File: config.mk
export PLATFORM = sky130hd
export DESIGN_NAME = mem_bus_arbiter_flat
export DESIGN_NICKNAME = d
export VERILOG_FILES = /design/src/rtl/rintaro_bus_pkg.sv /design/src/rtl/mem_bus_arbiter_if.sv /design/src/rtl/bus_watchdog.sv /design/src/rtl/mem_bus_arbiter.sv /design/src/flat_wrapper.sv
export SDC_FILE = /design/constraint.sdc
export NUM_CORES = 1
export LEC_CHECK = 0
export ABC_CLOCK_PERIOD_IN_PS = 2900
export BUFFER_PORTS_ARGS = -buffer_cell sky130_fd_sc_hd__buf_2
export CORE_MARGIN = 5
export CORE_UTILIZATION = 31
export CTS_BUF_LIST = sky130_fd_sc_hd__clkbuf_8
export CTS_CLUSTER_DIAMETER = 100
export DETAILED_ROUTE_END_ITERATION = 16
export MAX_ROUTING_LAYER = met4
export PLACE_DENSITY = 0.67
export SLEW_MARGIN = 20
export SYNTH_ARGS = -nofsm -noshare
export SYNTH_HDL_FRONTEND = slang
export SYNTH_HIERARCHICAL = 1
export SYNTH_SLANG_ARGS = --single-unit
export TNS_END_PERCENT = 10
File: constraint.sdc
create_clock -name clk -period 2.9 [get_ports clk]
set_input_delay 0.29 -clock clk [delete_from_list [all_inputs] [get_ports clk]]
set_output_delay 0.29 -clock clk [all_outputs]
set_load 0.01 [all_outputs]
File: src/rtl/rintaro_bus_pkg.sv
// Shared definitions for the two-master RAM bus arbiter: FSM state
// encoding, debug owner codes, the abort read value and the default
// watchdog limit.
package rintaro_bus_pkg;

  typedef enum logic [1:0] {
    ARB_IDLE    = 2'b00,
    ARB_GRANT0  = 2'b01,
    ARB_GRANT1  = 2'b10,
    ARB_RELEASE = 2'b11
  } arb_state_t;

  localparam logic [1:0]  OWN_NONE = 2'b00;
  localparam logic [1:0]  OWN_M0   = 2'b01;
  localparam logic [1:0]  OWN_M1   = 2'b10;

  // Read data handed to the owner when the watchdog aborts its access.
  localparam logic [15:0] ABORT_READ = 16'hFFFF;

  localparam int unsigned DEFAULT_TIMEOUT = 1023;

  // Debug owner code for a given arbiter state.
  function automatic logic [1:0] owner_of(input arb_state_t st);
    logic [1:0] code;
    case (st)
      ARB_GRANT0: code = OWN_M0;
      ARB_GRANT1: code = OWN_M1;
      default:    code = OWN_NONE;
    endcase
    return code;
  endfunction

endpackage

File: src/rtl/mem_bus_arbiter_if.sv
// Bus bundle between the two masters, the arbiter and the RAM port.
// 'slave' is the arbiter's view (it serves the masters and drives the
// RAM); 'master' is the environment's view (masters plus RAM model).
interface mem_bus_arbiter_if;

  logic [31:0] m0Addr;
  logic [31:0] m1Addr;
  logic [15:0] m0Write;
  logic [15:0] m1Write;
  logic        m0WE;
  logic        m1WE;
  logic        m0RE;
  logic        m1RE;
  logic [1:0]  m0InMask;
  logic [1:0]  m1InMask;
  logic [1:0]  m0OutMask;
  logic [1:0]  m1OutMask;
  logic [15:0] m0Read;
  logic [15:0] m1Read;
  logic        m0Ready;
  logic        m1Ready;

  logic [31:0] memAddr;
  logic [15:0] memWrite;
  logic        memWE;
  logic        memRE;
  logic [1:0]  memInMask;
  logic [1:0]  memOutMask;
  logic [15:0] memRead;
  logic        memReady;

  logic [1:0]  owner;
  logic        timeoutErr;

  modport slave (
    input  m0Addr, m1Addr, m0Write, m1Write, m0WE, m1WE, m0RE, m1RE,
    input  m0InMask, m1InMask, m0OutMask, m1OutMask,
    output m0Read, m1Read, m0Ready, m1Ready,
    output memAddr, memWrite, memWE, memRE, memInMask, memOutMask,
    input  memRead, memReady,
    output owner, timeoutErr
  );

  modport master (
    output m0Addr, m1Addr, m0Write, m1Write, m0WE, m1WE, m0RE, m1RE,
    output m0InMask, m1InMask, m0OutMask, m1OutMask,
    input  m0Read, m1Read, m0Ready, m1Ready,
    input  memAddr, memWrite, memWE, memRE, memInMask, memOutMask,
    output memRead, memReady,
    input  owner, timeoutErr
  );

endinterface

File: src/rtl/bus_watchdog.sv
// Grant watchdog: counts granted cycles without memReady and flags the
// cycle in which the TIMEOUT-th such cycle is reached. The counter is
// 16 bits and saturates instead of wrapping.
module bus_watchdog
  import rintaro_bus_pkg::*;
#(
  parameter int unsigned TIMEOUT = DEFAULT_TIMEOUT
) (
  input  logic clk,
  input  logic rst,
  input  logic clear_i,
  input  logic enable_i,
  output logic expired_o
);

  // Count value present during the TIMEOUT-th waiting cycle.
  localparam logic [15:0] LIMIT = 16'(TIMEOUT - 32'd1);

  logic [15:0] count_q;
  logic [15:0] count_d;

  // Next count: clear outside a grant, saturating increment while waiting.
  always_comb begin
    count_d = count_q;
    if (clear_i) begin
      count_d = 16'h0000;
    end else if (enable_i && (count_q != 16'hFFFF)) begin
      count_d = count_q + 16'd1;
    end else begin
      count_d = count_q;
    end
  end

  // Counter register.
  always_ff @(posedge clk or negedge rst) begin
    if (!rst) begin
      count_q <= 16'h0000;
    end else begin
      count_q <= count_d;
    end
  end

  assign expired_o = enable_i && (count_q >= LIMIT);

endmodule

File: src/rtl/mem_bus_arbiter.sv
// Two-master round-robin arbiter for the shared RAM port. Grants are held
// until memReady completes the access, a cancelled or aborted access is
// followed by one RELEASE cycle, and a watchdog bounds every grant.
module mem_bus_arbiter
  import rintaro_bus_pkg::*;
#(
  parameter int unsigned TIMEOUT = DEFAULT_TIMEOUT
) (
  input  logic              clk,
  input  logic              rst,
  mem_bus_arbiter_if.slave  bus
);

  arb_state_t  state_q;
  arb_state_t  state_d;
  logic        last_owner_q;   // 1'b0 = m0 served last, 1'b1 = m1
  logic        last_owner_d;
  logic [1:0]  owner_q;
  logic [1:0]  owner_d;
  logic        timeout_err_q;
  logic        timeout_err_d;

  logic        req0_s;
  logic        req1_s;
  logic        in_grant_s;
  logic        own_req_s;
  logic        wdog_expired_s;
  logic        abort_s;

  assign req0_s     = bus.m0RE | bus.m0WE;
  assign req1_s     = bus.m1RE | bus.m1WE;
  assign in_grant_s = (state_q == ARB_GRANT0) || (state_q == ARB_GRANT1);
  assign own_req_s  = (state_q == ARB_GRANT0) ? req0_s :
                      ((state_q == ARB_GRANT1) ? req1_s : 1'b0);

  // Only a still-requesting owner can be aborted; a dropped request is a cancel.
  assign abort_s = wdog_expired_s & own_req_s;

  bus_watchdog #(
    .TIMEOUT (TIMEOUT)
  ) u_watchdog (
    .clk       (clk),
    .rst       (rst),
    .clear_i   (!in_grant_s),
    .enable_i  (in_grant_s && !bus.memReady),
    .expired_o (wdog_expired_s)
  );

  // Route the owner's request onto the RAM port and RAM responses back to the owner.
  always_comb begin
    bus.memAddr    = 32'h0000_0000;
    bus.memWrite   = 16'h0000;
    bus.memWE      = 1'b0;
    bus.memRE      = 1'b0;
    bus.memInMask  = 2'b00;
    bus.memOutMask = 2'b00;
    bus.m0Read     = 16'h0000;
    bus.m0Ready    = 1'b0;
    bus.m1Read     = 16'h0000;
    bus.m1Ready    = 1'b0;
    case (state_q)
      ARB_GRANT0: begin
        bus.memAddr    = bus.m0Addr;
        bus.memWrite   = bus.m0Write;
        bus.memRE      = bus.m0RE;
        bus.memWE      = bus.m0WE & ~bus.m0RE;
        bus.memInMask  = bus.m0InMask;
        bus.memOutMask = bus.m0OutMask;
        bus.m0Read     = abort_s ? ABORT_READ : bus.memRead;
        bus.m0Ready    = bus.memReady | abort_s;
      end
      ARB_GRANT1: begin
        bus.memAddr    = bus.m1Addr;
        bus.memWrite   = bus.m1Write;
        bus.memRE      = bus.m1RE;
        bus.memWE      = bus.m1WE & ~bus.m1RE;
        bus.memInMask  = bus.m1InMask;
        bus.memOutMask = bus.m1OutMask;
        bus.m1Read     = abort_s ? ABORT_READ : bus.memRead;
        bus.m1Ready    = bus.memReady | abort_s;
      end
      default: begin
        bus.memAddr    = 32'h0000_0000;
      end
    endcase
  end

  // Arbitration FSM next state, round-robin memory and registered debug outputs.
  always_comb begin
    state_d       = state_q;
    last_owner_d  = last_owner_q;
    case (state_q)
      ARB_IDLE: begin
        if (req0_s && req1_s) begin
          if (last_owner_q) begin
            state_d = ARB_GRANT0;
          end else begin
            state_d = ARB_GRANT1;
          end
        end else if (req0_s) begin
          state_d = ARB_GRANT0;
        end else if (req1_s) begin
          state_d = ARB_GRANT1;
        end else begin
          state_d = ARB_IDLE;
        end
      end
      ARB_GRANT0: begin
        if (bus.memReady) begin
          state_d      = ARB_RELEASE;
          last_owner_d = 1'b0;
        end else if (!req0_s) begin
          state_d      = ARB_RELEASE;
        end else if (abort_s) begin
          state_d      = ARB_RELEASE;
          last_owner_d = 1'b0;
        end else begin
          state_d      = ARB_GRANT0;
        end
      end
      ARB_GRANT1: begin
        if (bus.memReady) begin
          state_d      = ARB_RELEASE;
          last_owner_d = 1'b1;
        end else if (!req1_s) begin
          state_d      = ARB_RELEASE;
        end else if (abort_s) begin
          state_d      = ARB_RELEASE;
          last_owner_d = 1'b1;
        end else begin
          state_d      = ARB_GRANT1;
        end
      end
      ARB_RELEASE: begin
        state_d = ARB_IDLE;
      end
      default: begin
        state_d = ARB_IDLE;
      end
    endcase
    owner_d       = owner_of(state_d);
    timeout_err_d = abort_s;
  end

  // State, round-robin pointer and debug output registers.
  always_ff @(posedge clk or negedge rst) begin
    if (!rst) begin
      state_q       <= ARB_IDLE;
      last_owner_q  <= 1'b1;
      owner_q       <= OWN_NONE;
      timeout_err_q <= 1'b0;
    end else begin
      state_q       <= state_d;
      last_owner_q  <= last_owner_d;
      owner_q       <= owner_d;
      timeout_err_q <= timeout_err_d;
    end
  end

  assign bus.owner      = owner_q;
  assign bus.timeoutErr = timeout_err_q;

endmodule
File: src/flat_wrapper.sv
// flat-port wrapper written by rule: the top's interface ports become plain ports
module mem_bus_arbiter_flat import rintaro_bus_pkg::*;
#(
  parameter int unsigned TIMEOUT = DEFAULT_TIMEOUT
)
  (clk, rst, bus_m0Addr, bus_m1Addr, bus_m0Write, bus_m1Write, bus_m0WE, bus_m1WE, bus_m0RE, bus_m1RE, bus_m0InMask, bus_m1InMask, bus_m0OutMask, bus_m1OutMask, bus_m0Read, bus_m1Read, bus_m0Ready, bus_m1Ready, bus_memAddr, bus_memWrite, bus_memWE, bus_memRE, bus_memInMask, bus_memOutMask, bus_memRead, bus_memReady, bus_owner, bus_timeoutErr);
  mem_bus_arbiter_if bus_i ();
  input  logic clk;
  input  logic rst;
  input wire logic [$bits(bus_i.m0Addr)-1:0] bus_m0Addr;
  input wire logic [$bits(bus_i.m1Addr)-1:0] bus_m1Addr;
  input wire logic [$bits(bus_i.m0Write)-1:0] bus_m0Write;
  input wire logic [$bits(bus_i.m1Write)-1:0] bus_m1Write;
  input wire logic [$bits(bus_i.m0WE)-1:0] bus_m0WE;
  input wire logic [$bits(bus_i.m1WE)-1:0] bus_m1WE;
  input wire logic [$bits(bus_i.m0RE)-1:0] bus_m0RE;
  input wire logic [$bits(bus_i.m1RE)-1:0] bus_m1RE;
  input wire logic [$bits(bus_i.m0InMask)-1:0] bus_m0InMask;
  input wire logic [$bits(bus_i.m1InMask)-1:0] bus_m1InMask;
  input wire logic [$bits(bus_i.m0OutMask)-1:0] bus_m0OutMask;
  input wire logic [$bits(bus_i.m1OutMask)-1:0] bus_m1OutMask;
  output wire logic [$bits(bus_i.m0Read)-1:0] bus_m0Read;
  output wire logic [$bits(bus_i.m1Read)-1:0] bus_m1Read;
  output wire logic [$bits(bus_i.m0Ready)-1:0] bus_m0Ready;
  output wire logic [$bits(bus_i.m1Ready)-1:0] bus_m1Ready;
  output wire logic [$bits(bus_i.memAddr)-1:0] bus_memAddr;
  output wire logic [$bits(bus_i.memWrite)-1:0] bus_memWrite;
  output wire logic [$bits(bus_i.memWE)-1:0] bus_memWE;
  output wire logic [$bits(bus_i.memRE)-1:0] bus_memRE;
  output wire logic [$bits(bus_i.memInMask)-1:0] bus_memInMask;
  output wire logic [$bits(bus_i.memOutMask)-1:0] bus_memOutMask;
  input wire logic [$bits(bus_i.memRead)-1:0] bus_memRead;
  input wire logic [$bits(bus_i.memReady)-1:0] bus_memReady;
  output wire logic [$bits(bus_i.owner)-1:0] bus_owner;
  output wire logic [$bits(bus_i.timeoutErr)-1:0] bus_timeoutErr;
  assign bus_i.m0Addr = bus_m0Addr;
  assign bus_i.m1Addr = bus_m1Addr;
  assign bus_i.m0Write = bus_m0Write;
  assign bus_i.m1Write = bus_m1Write;
  assign bus_i.m0WE = bus_m0WE;
  assign bus_i.m1WE = bus_m1WE;
  assign bus_i.m0RE = bus_m0RE;
  assign bus_i.m1RE = bus_m1RE;
  assign bus_i.m0InMask = bus_m0InMask;
  assign bus_i.m1InMask = bus_m1InMask;
  assign bus_i.m0OutMask = bus_m0OutMask;
  assign bus_i.m1OutMask = bus_m1OutMask;
  assign bus_m0Read = bus_i.m0Read;
  assign bus_m1Read = bus_i.m1Read;
  assign bus_m0Ready = bus_i.m0Ready;
  assign bus_m1Ready = bus_i.m1Ready;
  assign bus_memAddr = bus_i.memAddr;
  assign bus_memWrite = bus_i.memWrite;
  assign bus_memWE = bus_i.memWE;
  assign bus_memRE = bus_i.memRE;
  assign bus_memInMask = bus_i.memInMask;
  assign bus_memOutMask = bus_i.memOutMask;
  assign bus_i.memRead = bus_memRead;
  assign bus_i.memReady = bus_memReady;
  assign bus_owner = bus_i.owner;
  assign bus_timeoutErr = bus_i.timeoutErr;
  mem_bus_arbiter #(.TIMEOUT(TIMEOUT)) u_core (.clk(clk), .rst(rst), .bus(bus_i));
endmodule
==> results by group, run 1 <==
Layout
  – Number of fill cells: about 760
  – Syn-to-layout area delta: 52.8%
  – Fraction of layout cells with a size suffix above 1: between 40% and 50%
  – Storage cell area: 552 um^2
  – Area used by multi-input combinational logic: 0.00159 mm^2
  – Final net count: 640
  – ANT cells: 0

Die
  – IO Count: around 220
  – Die outline width: around 96 um
  – Initial core utilization: a little under a third
  – Die span in y: between 90 and 100 um
  – Placeable core region: between 0.007 and 0.008 mm^2
  – Die ar.: just over 0.009 mm^2
  – Core Rows: 31

Worst setup path
  – Arrival time at the worst endpoint: ~2.3 ns
  – Required time of the worst setup path: around 2.6 ns
  – CP top delay family: simple AND/OR/NAND/NOR gates
  – Startpoint class of the critical path: flip-flop
  – Worst Path Max Fanout: 18
  – Sort of element at the end of the critical path: output pin
  – Critical path buffer and inverter count: 2
  – Crit Path Category: reg2out
  – Crit-path cells: or4_1 -> nor4_1 -> nor2_1 -> o211ai_1 -> inv_2 -> o21a_1 -> buf_2
  – Crit-path max cell delay: 0.52 ns
  – Max stage delay cell, worst path: or4_1

Global routing
  – First-pass GRT wire length: ~14 mm
  – Pin count of the biggest net entering global routing: between 70 and 80
  – Initial antenna violation count: 0
  – Number of global-route vias before repair: roughly 2800
  – GRT overflow: 0
  – GR Util All Layers: about a fifth

Drt
  – Antenna Nets Post-Route: 0
  – TritonRoute pass-1 iters: 4
  – Number of violations reported at the end of detailed-routing iteration 0: 186
  – Total via count in the routed design: around 3200
  – DR vias/cell: 5.21
  – Total wire length: a little under 10 mm
  – Average wire per standard cell: between 15 and 20 um
  – Post-route DRC: 0

Synthesis
  – Number of warnings printed during yosys synthesis: 6
  – Async set-reset flop share out of synthesis: 100%
  – Cell area after technology mapping: between 0.002 and 0.0025 mm^2
  – Net count after synthesis: 440
  – Area share of the leading cell type in the synthesized netlist: between 20% and 30%
  – Cells after synthesis: 308
  – Post-synth top area cell: dfrtp_1
  – Main flop type after synthesis: dfrtp_1
  – Flop and latch count out of synthesis: 22
  – Distinct cells, synth: 50
  – EDFF count, synth: 0
  – Fraction of the yosys area taken by sequential cells: 24.0%
  – Synthesized area per cell: 7.46 um^2
  – Ranking of synthesized cells by area: dfrtp_1 23%, a22oi_1 18%, o21a_1 11%, nor2_1 10%, clkbuf_1 3.3%

Job
  – Max-cap violations: 0

Power
  – IR drop worst, VDD: around 0.64 mV
  – Clock power frac: between 7 and 8%
  – Internal power: between 1 and 1.5 mW
  – Final Power: a little under 3 mW
  – Leak Pwr: 1.84 nW
  – Power Density: 845 mW/mm^2
  – Reg power frac: between 10% and 20%
  – Switching power as a share of total power: between 50% and 60%
  – Net switching power: roughly 1.6 mW
  – Proportion of power drawn by combinational gates: 79.4%

Clock network
  – TritonCTS buffer count: 3
  – Root buffer cell: clkbuf_8
  – Clk Latency, worst-skew pair: ~0.27 ns
  – TritonCTS clock tree: built
  – Maximum root-to-sink buffer count: 2
  – H-Tree Level Count: 1
  – CTS sink count: 22
  – Clock transition at path regs: about 0.08 ns

Timing
  – Setup TNS: 0 ns
  – Slew at the pin closest to its max-slew limit: between 0.7 and 0.8 ns
  – Worst Hold Margin: ~0.43 ns
  – Final hold violation count: 0
  – Unrepaired setup endpoints after global routing: no
  – Period utilization: slightly below 90%
  – Worst clock skew on the final layout: just over 0.006 ns
  – Headroom to the max-slew limit: between 50% and 60%
  – Maximum clock rate: about 390 MHz
  – Fin. max-slew vios: 0
  – Final period demand of the worst path: about 2.6 ns
  – Total of endpoints with negative setup slack in the final report: 0

Placed design
  – PortBufs: 217
  – Detailed placement HPWL: 7.75 mm
  – Final GP Congestion: between 0.8 and 0.9

Run status
  – Result of the run: finished, final reports clean

Worst hold path
  – Path type of the worst min-delay path: in2reg
[cell usage after synthesis (2+ instances only)]
library cell  number
a21oi_1           10
a22oi_1           54
buf_1              4
buf_6              3
clkbuf_1          20
dfrtp_1           21
ha_1               5
inv_1              7
nand2_1            5
nand3_1            7
nand3_2            2
nand3b_1           3
nand4_1            4
nor2_1            64
nor2b_1            5
nor3_1             6
nor4_1             3
o211ai_1           2
o21a_1            34
o21ai_0            3
o21ai_1            3
o21bai_1           2
o31ai_1            5
or3_1              5
or4_1              5
xnor2_1            2
[layout by cell type, fill, tap and decap left out, types with 3 or more instances in the layout]
cell	synthesis	layout
a21oi_1	10	10
a22oi_1	54	54
buf_2	0	217
buf_4	1	3
clkbuf_8	0	4
dfrtp_1	21	21
ha_1	5	3
inv_1	7	6
nand2_1	5	5
nand3_1	7	7
nand3b_1	3	3
nand4_1	4	4
nor2_1	64	64
nor2b_1	5	5
nor3_1	6	6
nor4_1	3	3
o21a_1	34	34
o21ai_0	3	3
o21ai_1	3	3
o31ai_1	5	5
or3_1	5	5
or4_1	5	5
[worst min-delay path, stage by stage]
cell and delay, ns:
buf_2 0.15, nand2_1 0.08, a32o_1 0.16
[through the flow]
stage	cell area [um^2]	setup WS, ns	std cells	utilization (%)
5_1_grt	3510	0.119	606	48.4
4_1_cts	3510	0.198	606	48.4
2_1_floorplan	2300	0.524	308	-
3_5_place_dp	3440	0.511	601	47.5
6_report	3510	0.338	606	48.4
3_3_place_gp	3440	0.594	601	47.5
[what timing repair did]
item	in CTS	in global routing
resized for setup	0	1
setup endpoints to repair	0	16
hold buffers	1	0
endpoints found under the hold margin	11	0
setup buffers	0	0
[state kept, by name, summed over array words and instances (netlist names)]
| name | count |
|---|---|
| u_core/bus.owner | 2 |
| u_core/u_watchdog/count_q | 16 |
| u_core/bus.timeoutErr | 1 |
| u_core/last_owner_q | 1 |
| u_core/state_q | 2 |
[worst paths after layout]
kind                                                     from                            to  slack, ns  cells after the start
worst max register to register   u_core/u_watchdog/count_q[0]           u_core/bus.owner[0]       0.77                      9
min in group asynchronous                                 rst  u_core/u_watchdog/count_q[1]       0.53                      2
worst min register to register            u_core/last_owner_q           u_core/last_owner_q       0.59                      1
worst max-delay path            u_core/u_watchdog/count_q[10]                 bus_m1Read[1]       0.34                      7
max in group asynchronous                                 rst           u_core/last_owner_q       2.02                      2
worst min-delay path                             bus_memReady           u_core/last_owner_q       0.43                      3
[power by group through the flow]
stage	clock network, mW	registers [mW]	logic (mW)
6_report	0.225	0.385	2.35
5_1_grt	0.244	0.392	2.60
4_1_cts	0.233	0.386	2.38
3_5_place_dp	0	0.392	2.37
3_3_place_gp	0	0.388	2.34
2_1_floorplan	0	0.390	1.48
[cell families (layout without fill, tap and decap cells)]
family,count (synthesis),after routing,synth area share (%)
buf+inv,36,235,7.03
fa+ha+maj,5,5,2.72
compound gates,121,121,38.5
flops,22,22,24.0
mux,1,1,0.490
simple gates,121,121,26.5
xor+xnor,2,2,0.763
[routing by layer]
metal,GRT usage [%],vias to the layer above,wire (um)
li1,-,1550,-
met1,26.9,1473,4050
met2,31.2,127,4980
met3,4.53,6,663
met4,3.08,0,76
met5,-,-,0
[final cells by class]
type                    count  area share (%)
well taps                  99            3.53
flip-flops and latches     22            15.7
repair buffers            223            33.0
clock buffers               4            1.57
inverters                   8           0.856
multi-input cells         250            45.3
No activity file was read; power rests on OpenSTA's default activity.
==> inputs of run 2 (changes only) <==
--- a/config.mk
+++ b/config.mk
@@ -5,7 +5,7 @@
 export SDC_FILE = /design/constraint.sdc
 export NUM_CORES = 1
 export LEC_CHECK = 0
-export ABC_CLOCK_PERIOD_IN_PS = 2900
+export ABC_CLOCK_PERIOD_IN_PS = 2100
 export BUFFER_PORTS_ARGS = -buffer_cell sky130_fd_sc_hd__buf_2
 export CORE_MARGIN = 5
 export CORE_UTILIZATION = 31
@@ -13,7 +13,7 @@
 export CTS_CLUSTER_DIAMETER = 100
 export DETAILED_ROUTE_END_ITERATION = 16
 export MAX_ROUTING_LAYER = met4
-export PLACE_DENSITY = 0.67
+export PLACE_DENSITY = 0.7
 export SLEW_MARGIN = 20
 export SYNTH_ARGS = -nofsm -noshare
 export SYNTH_HDL_FRONTEND = slang
==> constraint.sdc (replaced) <==
create_clock -name clk -period 2.1 [get_ports clk]
set_input_delay 0.21 -clock clk [delete_from_list [all_inputs] [get_ports clk]]
set_output_delay 0.21 -clock clk [all_outputs]
set_load 0.01 [all_outputs]
==> results by group, run 2 (synthesis gave the netlist of run 1 again) <==
Die
  – IO Count: ~220
  – Die span in y: about 96 um
  – Core Rows: 31
  – Die ar.: 0.00923 mm^2
  – Initial core utilization: about a third
  – Die outline width: 96.1 um
  – Placeable core region: 0.00725 mm^2

Power
  – IR drop worst, VDD: about 1.0 mV
  – Power Density: ~1200 mW/mm^2
  – Leak Pwr: 1.91 nW

Worst setup path
  – Crit Reg-Reg Startpoint: u_core/u_watchdog/count_q[10]
  – Critical path buffer and inverter count: 2
  – Endpoint of the most critical register-to-register path: u_core/bus.owner[1]
  – Max stage delay cell, worst path: or4_4
  – Arrival time at the worst endpoint: between 2 and 2.5 ns
  – Worst Path Max Fanout: 18
  – Required time of the worst setup path: roughly 1.9 ns
  – Slack of the worst reg-to-reg path: approximately 0.010 ns
  – Crit-path max cell delay: around 0.53 ns
  – Crit Path Category: reg2out
  – CP top delay family: simple AND/OR/NAND/NOR gates
  – Startpoint class of the critical path: flip-flop
  – Worst setup path endpoint: bus_m1Read[8]
  – Sort of element at the end of the critical path: output pin
  – Count of cells along the worst register-to-register path: 7
  – Crit-path cells: or4_4 -> nor4_2 -> nor2_2 -> o211ai_1 -> inv_2 -> o21a_1 -> buf_2
  – CP startpoint: u_core/u_watchdog/count_q[10]
  – CP Depth: 7

Placed design
  – Worst setup slack before clock tree synthesis: -0.0716 ns
  – Detailed placement HPWL: around 8.4 mm
  – PortBufs: 217
  – Final GP Congestion: between 0.8 and 0.9
  – Post-DP Area: around 0.0036 mm^2

Clock network
  – H-Tree Level Count: 1
  – Clock transition at path regs: 0.08 ns
  – TritonCTS clock tree: built
  – Clk Latency, worst-skew pair: 0.27 ns
  – Root buffer cell: clkbuf_8
  – TritonCTS buffer count: 3
  – CTS sink count: 22
  – Post-CTS setup buffer count: 0
  – Maximum root-to-sink buffer count: 2

Layout
  – Most frequent cells in the layout: 217 x buf_2, 62 x nor2_1, 54 x a22oi_1
  – Fraction of layout cells with a size suffix above 1: between 40% and 50%
  – Commonest non-fill, non-tap cell in the layout: buf_2
  – ANT cells: 0
  – Syn-to-layout area delta: 58.5%
  – Area of all placed cells without fillers: ~0.0036 mm^2
  – Largest Register: u_core/u_watchdog/count_q
  – Max reg flops: 16
  – Final net count: around 650
  – Number of fill cells: between 700 and 800
  – Core utilization of the finished layout: 50.2%

Global routing
  – Initial antenna violation count: 0
  – GRT overflow: 0
  – GR Util All Layers: a little over a fifth
  – First-pass GRT wire length: around 15 mm
  – Number of global-route vias before repair: approximately 3100
  – Pin count of the biggest net entering global routing: just under 80

Timing
  – Setup TNS: -9.12 ns
  – Maximum clock rate: 415 MHz
  – Worst clock skew on the final layout: roughly 0.0052 ns
  – Final hold violation count: 0
  – Total of endpoints with negative setup slack in the final report: 34
  – Headroom to the max-slew limit: roughly 66%
  – Period utilization: 115%
  – Fin. max-slew vios: 0
  – Unrepaired setup endpoints after global routing: yes
  – Worst Hold Margin: 0.380 ns
  – Slew at the pin closest to its max-slew limit: about 0.50 ns
  – Final period demand of the worst path: about 2.4 ns
  – Worst-case setup margin in the final layout: -0.307 ns

Job
  – Max-cap violations: 0

Run status
  – Violations in the final reports: negative setup slack
  – Result of the run: finished, violations left

Drt
  – Highest routing layer actually used: met4
  – Total via count in the routed design: about 3300
  – Post-route DRC: 0
  – Routed met3 length: just over 800 um
  – TritonRoute pass-1 iters: 4
  – Met2 routed WL: 5.28 mm
  – M1 WL: 4.12 mm
  – DR vias/cell: roughly 5.3
  – Antenna Nets Post-Route: 0
  – Average wire per standard cell: approximately 17 um
  – Total wire length: ~10 mm
  – Number of violations reported at the end of detailed-routing iteration 0: 133

Worst hold path
  – Path type of the worst min-delay path: in2reg
==> run 2: cell count changes in the layout (fill, tap and decap cells not counted), sizes merged <==
cell,before,now
inv,8,9
clkbuf,4,3
buf,222,235
==> run 2: cell type report <==
type                       count  area (um^2)  area share [%]
clock buffer                   3         41.3            1.13
clock inverter                 1         3.75           0.103
inverter                       8         30.0           0.825
multi-input combinational    250         1610            44.2
sequential                    22          552            15.2
tap                           99          124            3.40
timing repair buffer         236         1280            35.2
==> run 2: worst register-to-register path: stages, from the launching register on <==
cell,delay [ns]
dfrtp_1,0.38
or4_4,0.53
nor4_2,0.26
nor2_2,0.08
buf_4,0.14
o31ai_1,0.24
a22oi_1,0.17
nor2b_1,0.16
==> run 2: worst min path at each step <==
stage	depth (start not counted)	endpoint	from	slack [ns]
floorplan	0	u_core/bus.owner[0]	rst	-0.09
global placement	1	u_core/u_watchdog/count_q[4]	rst	0.20
detailed placement	1	u_core/u_watchdog/count_q[4]	rst	0.21
CTS	3	u_core/last_owner_q	bus_memReady	0.37
global route	3	u_core/last_owner_q	bus_memReady	0.40
finish	3	u_core/last_owner_q	bus_memReady	0.38
==> run 2: report_power, final <==
group | switching, mW | internal, mW | leakage, nW
Sequential | 0.0371 | 0.492 | 0.297
Clock | 0.141 | 0.131 | 0.0269
Combinational | 2.08 | 1.33 | 1.59
==> run 2: through the flow <==
| step | cells | power (mW) |
|---|---|---|
| 6_report | 619 | 4.21 |
| 3_3_place_gp | 614 | 3.88 |
| 2_1_floorplan | 308 | 2.60 |
| 4_1_cts | 619 | 4.24 |
| 5_1_grt | 619 | 4.57 |
| 3_5_place_dp | 614 | 3.95 |
==> run 2: timing repair <==
item / 4_1_cts / 5_1_grt
hold buffers: 1 / 0
hold endpoints to repair: 21 / 0
endpoints found under the setup margin: 35 / 37
gates resized for setup: 2 / 0
pin swaps: 1 / 0
==> run 2: per-layer routing <==
layer	vias up	global-route usage (%)
li1	1580	-
met1	1517	26.7
met2	146	36.3
met3	18	5.79
met4	0	5.09
met5	-	-
==> inputs of run 3 (changes only) <==
--- a/config.mk
+++ b/config.mk
@@ -5,15 +5,16 @@
 export SDC_FILE = /design/constraint.sdc
 export NUM_CORES = 1
 export LEC_CHECK = 0
-export ABC_CLOCK_PERIOD_IN_PS = 2100
+export ABC_CLOCK_PERIOD_IN_PS = 2500
 export BUFFER_PORTS_ARGS = -buffer_cell sky130_fd_sc_hd__buf_2
+export CORE_ASPECT_RATIO = 1.25
 export CORE_MARGIN = 5
 export CORE_UTILIZATION = 31
 export CTS_BUF_LIST = sky130_fd_sc_hd__clkbuf_8
 export CTS_CLUSTER_DIAMETER = 100
 export DETAILED_ROUTE_END_ITERATION = 16
 export MAX_ROUTING_LAYER = met4
-export PLACE_DENSITY = 0.7
+export PLACE_DENSITY = 0.67
 export SLEW_MARGIN = 20
 export SYNTH_ARGS = -nofsm -noshare
 export SYNTH_HDL_FRONTEND = slang
==> constraint.sdc (replaced) <==
create_clock -name clk -period 2.5 [get_ports clk]
set_input_delay 0.25 -clock clk [delete_from_list [all_inputs] [get_ports clk]]
set_output_delay 0.25 -clock clk [all_outputs]
set_load 0.01 [all_outputs]
==> results by group, run 3 (synthesis gave the netlist of run 1 again) <==
Run status
  – Result of the run: finished, final reports clean

Timing
  – Fin. max-slew vios: 0
  – Unrepaired setup endpoints after global routing: yes
  – Worst clock skew on the final layout: around 0.0056 ns
  – Final hold violation count: 0
  – Worst Hold Margin: 0.405 ns
  – Total of endpoints with negative setup slack in the final report: 0
  – Setup TNS: 0 ns
  – Slew at the pin closest to its max-slew limit: between 0.7 and 0.8 ns
  – Final period demand of the worst path: around 2.5 ns
  – Maximum clock rate: between 400 and 500 MHz
  – Headroom to the max-slew limit: between 50% and 60%
  – Worst-case setup margin in the final layout: approximately 0.0083 ns
  – Period utilization: around 100%

Global routing
  – GR Util All Layers: between 20% and 30%
  – Pin count of the biggest net entering global routing: 78
  – Initial antenna violation count: 1
  – Number of global-route vias before repair: roughly 3100
  – First-pass GRT wire length: between 15 and 20 mm
  – GRT overflow: 0

Drt
  – Antenna Nets Post-Route: 0
  – TritonRoute pass-1 iters: 6
  – Average wire per standard cell: 17.1 um
  – Total via count in the routed design: around 3300
  – Post-route DRC: 0
  – Total wire length: about 11 mm
  – DR vias/cell: between 5 and 6
  – Number of violations reported at the end of detailed-routing iteration 0: roughly 380

Worst setup path
  – Crit-path cells: or4_1 -> nor4_2 -> nor2_2 -> o211ai_1 -> inv_2 -> buf_12 -> o21a_1 -> buf_2
  – Crit-path max cell delay: roughly 0.53 ns
  – Slack of the worst reg-to-reg path: approximately 0.18 ns
  – Startpoint class of the critical path: flip-flop
  – Max stage delay cell, worst path: or4_1
  – Arrival time at the worst endpoint: ~2.2 ns
  – Required time of the worst setup path: around 2.3 ns
  – Sort of element at the end of the critical path: output pin
  – Crit Path Category: reg2out
  – Worst Path Max Fanout: 17

Clock network
  – Maximum root-to-sink buffer count: 2
  – TritonCTS buffer count: 3
  – TritonCTS clock tree: built
  – CTS sink count: 22
  – Clock transition at path regs: 0.08 ns
  – H-Tree Level Count: 1
  – Clk Latency, worst-skew pair: 0.26 ns
  – Root buffer cell: clkbuf_8

Placed design
  – Post-Place Cells: slightly below 600
  – Detailed placement HPWL: about 8.4 mm
  – Worst setup slack before clock tree synthesis: between 0.2 and 0.25 ns
  – Final GP Congestion: ~0.91
  – PortBufs: roughly 220

Die
  – Core Rows: 35
  – Die span in y: 106 um
  – Initial core utilization: 31.4%
  – Die ar.: 0.00924 mm^2
  – Die outline width: 87.0 um
  – IO Count: about 220
  – Placeable core region: around 0.0073 mm^2

Power
  – IR drop worst, VDD: about 0.74 mV
  – Leak Pwr: between 1.5 and 2 nW
  – Power Density: between 900 and 1000 mW/mm^2

Layout
  – Syn-to-layout area delta: 57.6%
  – Commonest non-fill, non-tap cell in the layout: buf_2
  – Final net count: around 650
  – Fin cells: between 600 and 700
  – Largest Register: u_core/u_watchdog/count_q
  – Max reg flops: 16
  – Most frequent cells in the layout: 217 x buf_2, 63 x nor2_1, 54 x a22oi_1
  – Fraction of layout cells with a size suffix above 1: between 40% and 50%
  – Number of fill cells: about 740
  – Core utilization of the finished layout: between 40% and 50%

Worst hold path
  – Path type of the worst min-delay path: in2reg

Job
  – Max-cap violations: 0
run 3: changes by cell type in the layout (fill, tap and decap cells not counted), sizes merged:
cell,before,now
buf,235,236
clkbuf,3,4
inv,9,8
diode,0,1
run 3: path summary, 6_finish.rpt:
path                                          startpoint  cells past startpoint                            to
setup / recovery           u_core/u_watchdog/count_q[11]                      8                bus_m1Read[10]
hold reg to reg                      u_core/last_owner_q                      1           u_core/last_owner_q
max in group asynchronous                            rst                      2           u_core/last_owner_q
min in group asynchronous                            rst                      2  u_core/u_watchdog/count_q[2]
hold / removal                              bus_memReady                      3           u_core/last_owner_q
setup reg to reg            u_core/u_watchdog/count_q[0]                     10           u_core/bus.owner[0]
run 3: repair_timing:
action / CTS / global route
buffers inserted: 7 / 4
pin swaps: 3 / 2
hold buffers: 1 / 0
gates resized for setup: 0 / 3
endpoints found under the setup margin: 17 / 35
hold endpoints to repair: 21 / 0
run 3: through the flow:
stage | total power, mW | instance area, um^2
2_1_floorplan | 2.17 | 2300
3_3_place_gp | 3.21 | 3440
3_5_place_dp | 3.25 | 3440
4_1_cts | 3.52 | 3570
5_1_grt | 3.80 | 3620
6_report | 3.50 | 3620
run 3: cell type report:
class	count	area (um^2)	area share (%)
Multi-Input combinational cell	250	1600	44.1
Timing Repair Buffer	237	1270	35.0
Sequential cell	22	552	15.2
Tap cell	92	115	3.18
Clock buffer	4	55.1	1.52
Inverter	8	30.0	0.830
Antenna cell	1	2.50	0.0691
run 3: layer usage:
| metal | track usage [%] | routed length (um) | share of wire [%] |
|---|---|---|---|
| met3 | 4.81 | 983 | 9.4 |
| met5 | - | 0 | 0 |
| met4 | 4.90 | 178 | 1.7 |
| met2 | 35.8 | 5300 | 50 |
| met1 | 27.2 | 4060 | 39 |
run 3: worst max-delay path, delay by kind of cell, from the launching register on:
family	cells	cell delay (ns)
AOI/OAI and AO/OA	2	0.30
buffers and inverters	3	0.37
DFF	1	0.40
and+or+nand+nor	3	0.91
run 3: where the power goes:
| group | internal [mW] | switching [mW] | leakage, nW |
|---|---|---|---|
| Sequential | 0.413 | 0.0324 | 0.297 |
| Combinational | 1.04 | 1.76 | 1.59 |
| Clock | 0.140 | 0.111 | 0.0288 |
